**config.mk**
```make
export PLATFORM = sky130hd
export DESIGN_NAME = addr_walk_gen
export DESIGN_NICKNAME = d
export VERILOG_FILES = /design/src/rtl/addr_walk_gen.sv
export SDC_FILE = /design/constraint.sdc
export NUM_CORES = 1
export LEC_CHECK = 0
export BUFFER_PORTS_ARGS = -buffer_cell sky130_fd_sc_hd__clkbuf_2
export CAP_MARGIN = 30
export CORE_ASPECT_RATIO = 0.8
export CORE_MARGIN = 3
export CORE_UTILIZATION = 40
export CTS_CLUSTER_SIZE = 20
export DETAILED_ROUTE_END_ITERATION = 6
export PLACE_DENSITY = 0.58
export SLEW_MARGIN = 30
export SYNTH_ARGS = -nofsm -noshare
export SYNTH_HDL_FRONTEND = slang
export SYNTH_SLANG_ARGS = --single-unit
```
**constraint.sdc**
```tcl
create_clock -name clk -period 4.1 [get_ports clk]
set_input_delay 0.41 -clock clk [delete_from_list [all_inputs] [get_ports clk]]
set_output_delay 0.41 -clock clk [all_outputs]
set_load 0.02 [all_outputs]
```
**src/rtl/addr_walk_gen.sv**
```systemverilog
// rtl/addr_walk_gen.sv - tile address walker: one descriptor in, one address per beat out
//
// Walks every (row, col) of a tile and streams addr = offset + row*col_dim + col.
// Strength-reduced: the row base is a register that advances by col_dim each
// row, and the column step is a plain increment, so no multiplier is needed.
// All arithmetic wraps mod 2^ADDR_W.
//
// Optional feature macro: ADDR_WALK_COL_MAJOR_EN
//   defined   -> cfg_col_major port exists; column-major walk selectable per tile
//   undefined -> row-major walk only
//
// Ports:
//   clk, rst        clock, synchronous active-high reset
//   cfg_valid/ready descriptor handshake (ready only while idle and not in reset)
//   cfg_offset      tile base address
//   cfg_col_dim     row pitch in words
//   cfg_rows        rows to walk
//   cfg_cols        columns per row
//   cfg_col_major   column-major select (ADDR_WALK_COL_MAJOR_EN only)
//   addr_valid/ready address beat handshake
//   addr            generated address
//   addr_last       marks the final beat of the tile
//   busy            walker is not idle
//   done            one-cycle pulse after the tile completes

module addr_walk_gen #(
  parameter int ADDR_W = 16,
  parameter int ROW_W  = 8,
  parameter int COL_W  = 10
) (
  input  logic              clk,
  input  logic              rst,
  input  logic              cfg_valid,
  output logic              cfg_ready,
  input  logic [ADDR_W-1:0] cfg_offset,
  input  logic [ADDR_W-1:0] cfg_col_dim,
  input  logic [ROW_W-1:0]  cfg_rows,
  input  logic [COL_W-1:0]  cfg_cols,
`ifdef ADDR_WALK_COL_MAJOR_EN
  input  logic              cfg_col_major,
`endif
  output logic              addr_valid,
  input  logic              addr_ready,
  output logic [ADDR_W-1:0] addr,
  output logic              addr_last,
  output logic              busy,
  output logic              done
);

  localparam logic [1:0] S_IDLE = 2'd0;
  localparam logic [1:0] S_RUN  = 2'd1;
  localparam logic [1:0] S_FIN  = 2'd2;

  localparam logic [ROW_W-1:0]  ROW_ONE  = {{(ROW_W-1){1'b0}}, 1'b1};
  localparam logic [COL_W-1:0]  COL_ONE  = {{(COL_W-1){1'b0}}, 1'b1};
  localparam logic [ADDR_W-1:0] ADDR_ONE = {{(ADDR_W-1){1'b0}}, 1'b1};

  logic [1:0]        state_q;

  // latched descriptor
  logic [ADDR_W-1:0] col_dim_q;
  logic [ROW_W-1:0]  rows_q;
  logic [COL_W-1:0]  cols_q;

  // walk position and running bases
  logic [ROW_W-1:0]  r_q;
  logic [COL_W-1:0]  c_q;
  logic [ADDR_W-1:0] row_base_q;
  logic [ADDR_W-1:0] addr_q;
  logic              addr_valid_q;
  logic              addr_last_q;

`ifdef ADDR_WALK_COL_MAJOR_EN
  logic              col_major_q;
  logic [ADDR_W-1:0] col_base_q;
  logic [ADDR_W-1:0] step_col_base;
`endif

  // position, bases and address of the beat that follows the current one
  logic [ROW_W-1:0]  step_r;
  logic [COL_W-1:0]  step_c;
  logic [ADDR_W-1:0] step_row_base;
  logic [ADDR_W-1:0] step_addr;
  logic              step_last;

  logic              cfg_accept;
  logic              cfg_zero;

  // cfg_ready drops during the reset cycle itself so nothing is accepted
  // on the edge that clears the walker.
  assign cfg_ready  = (state_q == S_IDLE) && !rst;
  assign cfg_accept = cfg_valid && cfg_ready;
  assign cfg_zero   = (cfg_rows == '0) || (cfg_cols == '0);

  assign busy       = (state_q != S_IDLE);
  assign done       = (state_q == S_FIN);
  assign addr_valid = addr_valid_q;
  assign addr       = addr_q;
  assign addr_last  = addr_last_q;

  always_comb begin
    step_r        = r_q;
    step_c        = c_q;
    step_row_base = row_base_q;
    step_addr     = addr_q;
`ifdef ADDR_WALK_COL_MAJOR_EN
    step_col_base = col_base_q;
    if (col_major_q) begin
      // inner loop runs down a column; wrapping to the next column restarts
      // from col_base+1 rather than undoing the accumulated col_dim steps
      if (r_q != rows_q - ROW_ONE) begin
        step_r    = r_q + ROW_ONE;
        step_addr = addr_q + col_dim_q;
      end else begin
        step_r        = '0;
        step_c        = c_q + COL_ONE;
        step_col_base = col_base_q + ADDR_ONE;
        step_addr     = col_base_q + ADDR_ONE;
      end
    end else
`endif
    begin
      // inner loop runs along a row; a row wrap jumps to the next row base
      if (c_q != cols_q - COL_ONE) begin
        step_c    = c_q + COL_ONE;
        step_addr = addr_q + ADDR_ONE;
      end else begin
        step_c        = '0;
        step_r        = r_q + ROW_ONE;
        step_row_base = row_base_q + col_dim_q;
        step_addr     = row_base_q + col_dim_q;
      end
    end
    // the final beat sits at the far corner in either walk order
    step_last = (step_r == rows_q - ROW_ONE) && (step_c == cols_q - COL_ONE);
  end

  always_ff @(posedge clk) begin
    if (rst) begin
      state_q      <= S_IDLE;
      col_dim_q    <= '0;
      rows_q       <= '0;
      cols_q       <= '0;
      r_q          <= '0;
      c_q          <= '0;
      row_base_q   <= '0;
      addr_q       <= '0;
      addr_valid_q <= 1'b0;
      addr_last_q  <= 1'b0;
`ifdef ADDR_WALK_COL_MAJOR_EN
      col_major_q  <= 1'b0;
      col_base_q   <= '0;
`endif
    end else begin
      case (state_q)
        S_IDLE: begin
          if (cfg_accept) begin
            col_dim_q  <= cfg_col_dim;
            rows_q     <= cfg_rows;
            cols_q     <= cfg_cols;
            r_q        <= '0;
            c_q        <= '0;
            row_base_q <= cfg_offset;
            addr_q     <= cfg_offset;
`ifdef ADDR_WALK_COL_MAJOR_EN
            col_major_q <= cfg_col_major;
            col_base_q  <= cfg_offset;
`endif
            if (cfg_zero) begin
              // empty tile: no beats, straight to the done pulse
              state_q <= S_FIN;
            end else begin
              state_q      <= S_RUN;
              addr_valid_q <= 1'b1;
              addr_last_q  <= (cfg_rows == ROW_ONE) && (cfg_cols == COL_ONE);
            end
          end
        end

        S_RUN: begin
          // everything holds while the consumer stalls
          if (addr_ready) begin
            if (addr_last_q) begin
              state_q      <= S_FIN;
              addr_valid_q <= 1'b0;
              addr_last_q  <= 1'b0;
            end else begin
              r_q         <= step_r;
              c_q         <= step_c;
              row_base_q  <= step_row_base;
              addr_q      <= step_addr;
              addr_last_q <= step_last;
`ifdef ADDR_WALK_COL_MAJOR_EN
              col_base_q  <= step_col_base;
`endif
            end
          end
        end

        S_FIN: begin
          state_q <= S_IDLE;
        end

        default: begin
          state_q      <= S_IDLE;
          addr_valid_q <= 1'b0;
          addr_last_q  <= 1'b0;
        end
      endcase
    end
  end

endmodule

```
# After elaboration in Yosys (flattened, before gate mapping)
# Cells that the tools add are included.
[classes] n_addsub=6 n_eq_ne=13 muxes=34 bitwise_logic=1 n_reduce_logical=17
[op_table] op="2-to-1 mux 16 bit" n=7
[op_table] op="one-hot mux 16 bit (2 select lines)" n=2
[op_table] op="2-to-1 mux 10 bit" n=4
[op_table] op="2-to-1 mux 8 bit" n=4
[op_table] op="one-hot mux 10 bit (2 select lines)" n=1
[op_table] op="adder 16 x 1 -> 16 bit, second input constant" n=1
[op_table] op="adder 16 bit" n=1
[op_table] op="one-hot mux 8 bit (2 select lines)" n=1
[op_table] op="inequality test 2 bit, second input constant" n=6
[op_table] op="adder 10 x 1 -> 10 bit, second input constant" n=1
[op_table] op="== test 10 x 1 -> 1 bit, second input constant" n=1
[op_table] op="== test 10 bit" n=1
[op_table] op="logical NOT 10 bit" n=1
[op_table] op="inequality test 10 bit" n=1
[op_table] op="AND reduction 5 bit" n=2
[op_table] op="subtractor 10 x 1 -> 10 bit, second input constant" n=1
[op_table] op="adder 8 x 1 -> 8 bit, second input constant" n=1
[op_table] op="== test 8 x 1 -> 1 bit, second input constant" n=1
[op_table] op="== test 8 bit" n=1
[op_table] op="logical NOT 8 bit" n=1
[op_table] op="2-to-1 mux 1 bit" n=8
[op_table] op="2-to-1 mux 2 bit" n=4
[op_table] op="AND reduction 4 bit" n=2
[op_table] op="subtractor 8 x 1 -> 8 bit, second input constant" n=1
[op_table] op="12 further kinds" n=17
[totals] register_bits=88 inputBits=54 out_inout_bits=21 wordCells=81

# Longest topological paths before layout
# Gate-level depths: netlist (run 1).
[logic_depth] depth_word=8 depth_mapped=13 mapped_depth_nobuf=12

# Least setup slack after synthesis (run 1)
# No wires, ideal clock.
[synth_path] path_kind="reg-to-reg" start="reg cols_q[0]" end="reg addr_last_q, in the netlist addr_last" setup_time_ns=0.059 arrival_ns=3.160 t_required_ns=4.041 slack_ns=0.881 path_stages_with_launch=13 path_buffers=1 synth_period_minus_slack_ns=3.219 cell_sequence="dfxtp_1 > inv_1 > ha_1 > or4b_4 > nor2_1 > o221ai_1 > a2111o_1 > or4_4 > buf_6 > mux2i_1 > xor2_1 > a2111oi_2 > a31o_1"
[synth_between] elab_chain_len=8 elab_cells_between_ends=10 classes_between="add/sub (1); eq/ne (3); mux (5); reduce/logical (1)"
[synth_rtl] item="start, declared" line_no="63" rtl="logic [COL_W-1:0] cols_q;"
[synth_rtl] item="start signal, assigned" line_no="160" rtl="cols_q <= cfg_cols;"
[synth_rtl] item="subtractor 10 x 1 -> 10 bit *" line_no="124, 135"
[synth_rtl] item="inequality test 10 bit" line_no="124" rtl="if (c_q != cols_q - COL_ONE) begin"
[synth_rtl] item="2-to-1 mux 10 bit / 2-to-1 mux 8 bit (equally long branches)" line_no="124"
[synth_rtl] item="== test 10 bit / == test 8 bit (equally long branches)" line_no="135" rtl="step_last = (step_r == rows_q - ROW_ONE) && (step_c == cols_q - COL_ONE);"
[synth_rtl] item="logical AND 1 bit *" line_no="135"
[synth_rtl] item="2-to-1 mux 1 bit *" line_no="183" rtl="if (addr_last_q) begin"
[synth_rtl] item="2-to-1 mux 1 bit *" line_no="182" rtl="if (addr_ready) begin"
[synth_rtl] item="one-hot mux 1 bit (3 select lines) *" line_no="155" rtl="case (state_q)"
[synth_rtl] item="end signal, assigned" line_no="175" rtl="addr_last_q <= (cfg_rows == ROW_ONE) && (cfg_cols == COL_ONE);"
[synth_rtl] item="end signal, assigned" line_no="192" rtl="addr_last_q <= step_last;"
[synth_rtl] item="end, declared" line_no="71" rtl="logic addr_last_q;"
# Every way passes the cells marked *; elsewhere a longest branch is shown, timed or not. The select of a mux whose other input is x is not followed.
# A chain may end at the register's enable or synchronous reset.

# Final worst setup path (run 1)
# Same ends and word-level chain as after synthesis.

==> run metrics, run 1 <==
outcome finished clean; pwr dens 371 nW/um2; Layout Skew 3.99 ps; Avg WL per Cell 17.1 um; Worst Setup End Kind flip-flop; DP Wirelength 13,600 um; Hold Crit Class in2reg; WL final approximately 18,000 um; Worst VDD drop between 0.0002 and 0.00025 V; worst flop-to-flop path startpoint cols_q[0]; most frequent CP cell o21ai_0; startpoint of the worst hold path cfg_col_dim[9]; number of global-route vias before repair 5,434; delay-heaviest family, CP simple AND/OR/NAND/NOR gates; Comb power frac 0.235; area of the multi-input gates 3940 um2; number of synthesized flops with an enable pin 0; initial antenna violation count 0; Switching Share 0.315; area growth from synthesis to final layout 13.9%; CP Cell Sequence inv_1, ha_1, or4b_4, nor2_1, xnor3_1, o21ai_0, or3_1, o21ai_0, a222oi_1, and3_1, a31o_1; CTS tree done; CTS max path bufs 2; via density per instance between 5 and 6; register share of total power 0.385; YS warnings 0; CTS clk-pin slew, worst paths 70 ps; Final GP Congestion 0.891; hold_ws 280 ps; Post-DRT Antenna Nets 0; Reg2Reg Setup Slack about 500 ps; Syn Nets between 800 and 900; clock sink total between 80 and 90; GR Overflow Total 0; Tot GR Track Use 0.221; Avg Cell Area, Syn 7.35 um2; postcts setup bufs 0; # fillers approximately 1,500; clock power share 0.380; TritonCTS Buffers 9; share of cells above drive strength 1 0.141; H-tree level count 3; worst skew pair latency 350 ps; CTS Root Cell clkbuf_16; slowest stage delay, CP 670 ps; CP Launch Point cols_q[0]; Mapped Cells 815; core area around 14,000 um2; P_int 1740 uW; Reg area 1760 um2; TritonRoute pass-1 iters 5; max_cap viols 0; die span in x 143 um; RSZ-0062 raised after global routing no; Ports 75; f_max between 200 and 300 MHz; required time of the critical path roughly 4400 ps; nets 935; DRC 0; largest net degree at the start of global routing 90; port bufs 74; max-slew violation count 0; n_diodes 0; Period Utilization, post-route 0.876; Leak 0.00269 uW; vias post-DR 5,986; first-pass GRT wire length 28,900 um; Async SR Flop Fraction 0; First DRT Iteration DRCs 430; Slew @ Worst Pin 769 ps; Worst Setup Path Type reg2reg; PostCTS Resize Cnt 0; FF+latch count, synth 88; Hold-fix buffers, CTS 0; Fin Setup TNS 0 ps; Initial Util 0.413; total die area about 16,000 um2; Startpoint Class flip-flop; NetSw 797 uW; Final Hold Viols 0; slowest CP cell or3_1; die height 115 um; setup violators final 0; total power 2530 uW; register area share after synthesis 0.294; FP Rows 39; Top FF cell, synth dfxtp_1; crit path max fanout 21; Mapped Area 5990 um2; Critical Path AT roughly 3900 ps; Slew HR 0.487; Worst Path Buf+Inv 1; Cell variety after synth 67; minimum clock period after layout approximately 3600 ps
## placed cells by master, fill, tap and decap left out, types with 7 or more instances in the layout
| cell type | count |
|---|---|
| a311oi_1 | 22 |
| nor2b_1 | 12 |
| clkbuf_2 | 74 |
| buf_4 | 11 |
| nor2_1 | 86 |
| nor3_1 | 26 |
| clkbuf_16 | 9 |
| xor2_1 | 29 |
| or3_1 | 10 |
| a21oi_1 | 78 |
| o211ai_1 | 13 |
| dfxtp_1 | 88 |
| nor4_1 | 9 |
| o21ai_0 | 32 |
| a21o_1 | 7 |
| a31oi_1 | 7 |
| inv_1 | 21 |
| a211oi_1 | 11 |
| ha_1 | 20 |
| nand3_1 | 21 |
| xnor2_1 | 35 |
| nand2_1 | 144 |
## synthesized netlist by cell type (4+ instances only)
cell | n | share of area
nand2_1 | 144 | 0.090
dfxtp_1 | 88 | 0.29
nor2_1 | 86 | 0.054
a21oi_1 | 80 | 0.067
clkbuf_1 | 42 | 0.026
xnor2_1 | 35 | 0.051
o21ai_0 | 32 | 0.027
xor2_1 | 29 | 0.042
nor3_1 | 26 | 0.022
a311oi_1 | 22 | 0.032
inv_1 | 21 | 0.013
nand3_1 | 21 | 0.018
ha_1 | 20 | 0.042
nor2b_1 | 13 | 0.014
o211ai_1 | 13 | 0.016
a211oi_1 | 11 | 0.014
or3_1 | 10 | 0.010
nor4_1 | 9 | 0.0094
a21o_1 | 7 | 0.0088
a31oi_1 | 7 | 0.0073
and2_1 | 6 | 0.0063
mux2i_1 | 6 | 0.010
or2_2 | 5 | 0.0052
and3_1 | 4 | 0.0042
buf_2 | 4 | 0.0033
nand2b_1 | 4 | 0.0042
nand3b_1 | 4 | 0.0050
nand4_1 | 4 | 0.0042
## tightest hold or removal path: cells and delay by family
| kind | cells | cell delay, ps |
|---|---|---|
| buf+inv | 1 | 80 |
| simple gates | 1 | 40 |
| compound gates | 1 | 50 |
## flip-flops by register name (all words and copies together), names as in the netlist, 2 cells and up
| signal | count |
|---|---|
| row_base_q | 16 |
| state_q | 2 |
| r_q | 8 |
| addr | 16 |
| rows_q | 8 |
| c_q | 10 |
| col_dim_q | 16 |
| cols_q | 10 |
## kinds of logic after synthesis
group | after synthesis | synth area share
simple gates | 354 | 0.278
compound gates | 208 | 0.226
flops | 88 | 0.294
buf+inv | 73 | 0.0503
xor+xnor | 65 | 0.0973
fa+ha+maj | 21 | 0.0451
mux | 6 | 0.0100
## power groups by stage
stage	Clock, uW	Combinational, uW	Sequential [uW]
final	963	595	975
after global routing	1010	659	983
after CTS	987	588	973
after detailed placement	0	585	992
after global placement	0	575	990
after floorplan	0	408	987
## area by class of cell
cell class,instances,area share
Inverter,21,0.0115
Sequential cell,88,0.258
Clock inverter,7,0.0172
Timing Repair Buffer,86,0.0693
Clock buffer,9,0.0330
Multi-Input combinational cell,654,0.577
Tap cell,184,0.0337
## per-layer routing
layer	part of all wire	track usage	vias to the layer above	routed length, um
li1	-	-	2981	-
met1	0.53	0.358	2826	9550
met2	0.39	0.301	169	7080
met3	0.062	0.0367	10	1120
met4	0.0094	0.0475	0	168
met5	0	0	-	0
## metrics by stage
stage | std cells | worst slack (ps) | util | instance area (um2)
finish | 1049 | 510 | 0.471 | 6830
CTS | 1048 | 571 | 0.470 | 6810
detailed placement | 1032 | 590 | 0.446 | 6460
global route | 1049 | 328 | 0.471 | 6830
floorplan | 815 | 881 | - | 5990
global placement | 1032 | 669 | 0.446 | 6460
## final timing paths
kind / end / cells past startpoint
worst min-delay path: col_dim_q[9] / 3
worst max-delay path: addr_last / 11
worst max register to register: addr_last / 11
worst min register to register: col_dim_q[8] / 2
No activity file was read; power rests on OpenSTA's default activity.
==> inputs of run 2 (changes only) <==
==> constraint.sdc (replaced) <==
create_clock -name clk -period 4.1 [get_ports clk]
set_input_delay 0.205 -clock clk [delete_from_list [all_inputs] [get_ports clk]]
set_output_delay 0.205 -clock clk [all_outputs]
set_load 0.02 [all_outputs]
==> run 2 against run 1 <==
Compared with the run above:
- global-route usage down 0.088 points
- clock power down 3.8%
- non-clock buffer count down 2
- clock-buffer cell count unchanged
- sequential share of layout area up 0.12 points
- register-to-register slack better by 20 ps
- die area unchanged
- combinational power about the same
- power down 1.5%
- setup slack better by 25 ps
- critical path type unchanged
- cell count down 0.19%
==> run metrics, run 2 (synthesis gave the netlist of run 1 again) <==
outcome finished clean (unchanged); FP Rows 39 (unchanged); commonest cells after routing, fill and taps aside 144 x nand2_1, 88 x dfxtp_1, 86 x nor2_1 (unchanged); Hold Crit Class in2reg (unchanged); Fin Setup TNS 0 ps (unchanged); TritonRoute pass-1 iters 5 (unchanged); Slew HR 0.372 (was 0.487); vias post-DR 5,939 (was 5,986); Worst Setup End Kind flip-flop (unchanged); Initial Util 0.413 (unchanged); postcts setup bufs 0 (unchanged); TritonCTS Buffers 9 (unchanged); Avg WL per Cell 17.1 um (about the same); most common cell after layout, fill and taps aside nand2_1 (unchanged); initial antenna violation count 0 (unchanged); Reg area 1760 um2 (unchanged); area growth from synthesis to final layout 13.4% (was 13.9%); CTS Root Cell clkbuf_16 (unchanged); setup violators final 0 (unchanged); via density per instance 5.67 (was 5.71); area of the multi-input gates 3940 um2 (unchanged); die span in x 143 um (unchanged); die height 115 um (unchanged); port bufs 74 (unchanged); total power 2490 uW (was 2530 uW); Tot GR Track Use 0.220 (was 0.221); Post-DRT Antenna Nets 0 (unchanged); WL final 17,900 um (about the same); CP Cell Sequence inv_1, ha_1, or4b_4, nor2_1, o221ai_1, a2111o_1, or4_4, a21o_1, a222oi_1, and3_1, a31o_1 (was inv_1, ha_1, or4b_4, nor2_1, xnor3_1, o21ai_0, or3_1, o21ai_0, a222oi_1, and3_1, a31o_1); CTS max path bufs 2 (unchanged); slowest CP cell or4_4 (was or3_1); Startpoint Class flip-flop (unchanged); slowest stage delay, CP 640 ps (was 670 ps); nets 933 (was 935); Leak 0.00266 uW (was 0.00269 uW); First DRT Iteration DRCs 524 (was 430); DRC 0 (unchanged); Worst Setup Path Type reg2reg (unchanged); Post-Layout Cell Count 1,047 (was 1,049); GR Overflow Total 0 (unchanged); required time of the critical path 4410 ps (was 4390 ps); minimum clock period after layout 3560 ps (was 3590 ps); Cell Area, Placed 6470 um2 (was 6460 um2); pwr dens 367 nW/um2 (was 371 nW/um2); design area 6790 um2 (was 6830 um2); RSZ-0062 raised after global routing no (unchanged); core area 14,500 um2 (unchanged); Final GP Congestion 0.872 (was 0.891); dpl cells 1,031 (was 1,032); Ports 75 (unchanged); number of global-route vias before repair 5,349 (was 5,434); PostCTS Resize Cnt 0 (unchanged); max-slew violation count 0 (unchanged); share of cells above drive strength 1 0.139 (was 0.141); Worst VDD drop 0.000235 V (was 0.000228 V); largest net degree at the start of global routing 90 (unchanged); CTS tree done (unchanged); worst skew pair latency 360 ps (was 350 ps); n_diodes 0 (unchanged); first-pass GRT wire length 28,700 um (was 28,900 um); H-tree level count 3 (unchanged); f_max 281 MHz (was 279 MHz); Slew @ Worst Pin 942 ps (was 769 ps); clock sink total 88 (unchanged); crit path max fanout 9 (was 21); CTS clk-pin slew, worst paths 70 ps (about the same); DP Wirelength 13,500 um (was 13,600 um); Period Utilization, post-route 0.869 (was 0.876); Critical Path AT 3870 ps (was 3880 ps); total die area 16,500 um2 (unchanged); Final Hold Viols 0 (unchanged); Layout Skew 8.60 ps (was 3.99 ps); max_cap viols 0 (unchanged); Hold-fix buffers, CTS 0 (unchanged); # fillers 1,469 (was 1,465)
run 2: worst paths after layout:
kind | from | cells past startpoint | slack [ps] | to
max | cols_q[0] | 11 | 540 | addr_last
min | cfg_col_dim[9] | 3 | 60 | col_dim_q[9]
max reg2reg | cols_q[0] | 11 | 540 | addr_last
min reg2reg | col_dim_q[12] | 2 | 470 | col_dim_q[12]
run 2: per-layer routing:
layer	part of all wire	GRT usage	vias up	routed length (um)
met5	0	0	-	0
met4	0.0089	0.0456	0	159
met3	0.066	0.0429	11	1190
met2	0.40	0.304	191	7120
met1	0.53	0.350	2758	9430
li1	-	-	2979	-
run 2: power by group:
group / internal (uW) / switching (uW) / leakage [uW]
Clock: 541 / 386 / 0.000153
Combinational: 228 / 366 / 0.00179
Sequential: 909 / 64.6 / 0.000719
Total: 1680 / 816 / 0.00266
run 2: area by class of cell:
class,count,area share
multi-input cells,654,0.580
inverters,21,0.0116
well taps,184,0.0339
flip-flops and latches,88,0.259
clock inverters,7,0.0149
clock buffers,9,0.0331
repair buffers,84,0.0674
run 2: metrics by stage:
stage	util	hold slack (ps)	setup slack [ps]
4_1_cts	0.469	51.0	537
3_5_place_dp	0.446	435	567
6_report	0.469	64.8	535
5_1_grt	0.469	66.8	358
2_1_floorplan	-	341	881
3_3_place_gp	0.446	429	652
run 2: worst max-delay path, delay by kind of cell, from the launching register on:
family          cells  cell delay, ps
buf+inv             1              70
fa+ha+maj           1             250
simple gates        4            1660
compound gates      5            1190
flops               1             350
==> inputs of run 3 (changes only) <==
--- a/config.mk
+++ b/config.mk
@@ -12,7 +12,7 @@
 export CORE_UTILIZATION = 40
 export CTS_CLUSTER_SIZE = 20
 export DETAILED_ROUTE_END_ITERATION = 6
-export PLACE_DENSITY = 0.58
+export PLACE_DENSITY = 0.67
 export SLEW_MARGIN = 30
 export SYNTH_ARGS = -nofsm -noshare
 export SYNTH_HDL_FRONTEND = slang
==> run 3 against run 2 <==
Compared with the run above:
- first-iteration DRC count rose by 10%
- register-to-register slack improved by 97 ps
- power shrank 5.1%
- clock-buffer cell count stayed put
- combinational power shrank 2%
- setup slack improved by 97 ps
- core utilization shrank 0.39 points
- cell area shrank 0.83%
==> run metrics, run 3 (synthesis gave the netlist of run 1 again) <==
outcome finished clean (unchanged); max-slew violation count 0 (unchanged); Worst Setup End Kind flip-flop (unchanged); DRC 0 (unchanged); Ports 75 (unchanged); Startpoint Class flip-flop (unchanged); GR Overflow Total 0 (unchanged); clock sink total 88 (unchanged); crit path max fanout 9 (unchanged); setup violators final 0 (unchanged); commonest cells after routing, fill and taps aside 144 x nand2_1, 88 x dfxtp_1, 86 x nor2_1 (unchanged); Worst VDD drop 0.000211 V (was 0.000235 V); Final Hold Viols 0 (unchanged); Final GP Congestion 0.917 (was 0.872); Post-DRT Antenna Nets 0 (unchanged); Hold Crit Class in2reg (unchanged); largest net degree at the start of global routing 90 (unchanged); First DRT Iteration DRCs 577 (was 524); n_diodes 0 (unchanged); worst skew pair latency 360 ps (about the same); area of the multi-input gates 3940 um2 (unchanged); via density per instance 5.64 (was 5.67); nets 932 (was 933); PostCTS Resize Cnt 0 (unchanged); Fin Setup TNS 0 ps (unchanged); max_cap viols 0 (unchanged); FP Rows 39 (unchanged); Leak 0.00264 uW (was 0.00266 uW); area growth from synthesis to final layout 12.4% (was 13.4%); CTS clk-pin slew, worst paths 70 ps (about the same); CTS Root Cell clkbuf_16 (unchanged); port bufs 74 (unchanged); required time of the critical path 4410 ps (about the same); H-tree level count 3 (unchanged); minimum clock period after layout 3470 ps (was 3560 ps); hold_ws 64.1 ps (was 64.8 ps); TritonRoute pass-1 iters 5 (unchanged); core area 14,500 um2 (unchanged); die height 115 um (unchanged); f_max 288 MHz (was 281 MHz); startpoint of the worst hold path cfg_col_dim[7] (was cfg_col_dim[9]); Avg WL per Cell 16.3 um (was 17.1 um); Tot GR Track Use 0.208 (was 0.220); CTS max path bufs 2 (unchanged); Slew @ Worst Pin 941 ps (was 942 ps); share of cells above drive strength 1 0.138 (was 0.139); postcts setup bufs 0 (unchanged); Hold-fix buffers, CTS 0 (unchanged); number of global-route vias before repair 5,255 (was 5,349); # fillers 1,469 (unchanged); CP Launch Point cols_q[0] (unchanged); first-pass GRT wire length 27,800 um (was 28,700 um); Reg area 1760 um2 (unchanged); Critical Path AT 3770 ps (was 3870 ps); RSZ-0062 raised after global routing no (unchanged); DP Wirelength 12,600 um (was 13,500 um); Worst Setup Path Type reg2reg (unchanged); Slew HR 0.371 (was 0.372); Period Utilization, post-route 0.846 (was 0.869); initial antenna violation count 0 (unchanged); Layout Skew 7.58 ps (was 8.60 ps); die span in x 143 um (unchanged); CTS tree done (unchanged); pwr dens 351 nW/um2 (was 367 nW/um2); worst flop-to-flop path startpoint cols_q[0] (unchanged); total die area 16,500 um2 (unchanged); TritonCTS Buffers 9 (unchanged); WL final 17,100 um (was 17,900 um); most common cell after layout, fill and taps aside nand2_1 (unchanged); Initial Util 0.413 (unchanged); vias post-DR 5,902 (was 5,939)
## run 3: cell types whose count changed in the layout (fill, tap and decap cells not counted), sizes merged
cell    change
bufinv      -2
clkbuf      -1
clkinv      +1
inv         +1
## run 3: final timing paths
check	slack, ps	cells past startpoint	endpoint
worst min register to register	460	2	col_dim_q[8]
worst min-delay path	60	3	col_dim_q[7]
worst max register to register	630	11	addr_last
worst max-delay path	630	11	addr_last
## run 3: cell type report
class	instances	share of cell area
clock buffer	9	0.0334
clock inverter	7	0.00910
inverter	21	0.0117
multi-input combinational	654	0.585
sequential	88	0.261
tap	184	0.0342
timing repair buffer	83	0.0656
## run 3: layer usage
layer	track usage	up-vias	routed length, um
li1	-	2973	-
met1	0.333	2741	8990
met2	0.287	175	6910
met3	0.0400	13	1040
met4	0.0431	0	165
met5	0	-	0
## run 3: stage by stage
stage	std cells	worst slack, ps	power, uW	instance area (um2)	util
floorplan	815	881	1390	5990	-
global placement	1030	719	1560	6450	0.445
detailed placement	1030	658	1560	6450	0.445
CTS	1046	640	2370	6730	0.465
global route	1046	460	2480	6740	0.465
finish	1046	632	2370	6740	0.465
## run 3: where the power goes
group | internal [uW] | switching, uW | total (uW)
sequential | 909 | 62.3 | 971
clock | 423 | 389 | 812
combinational | 222 | 360 | 582
total | 1550 | 812 | 2370
## run 3: critical path, stage by stage (launching register included)
cell	delay, ps
dfxtp_1	350
inv_1	70
ha_1	260
or4b_4	510
nor2_1	260
o221ai_1	170
a2111o_1	300
or4_4	640
mux2i_1	250
xor2_1	110
a2111oi_2	330
a31o_1	170
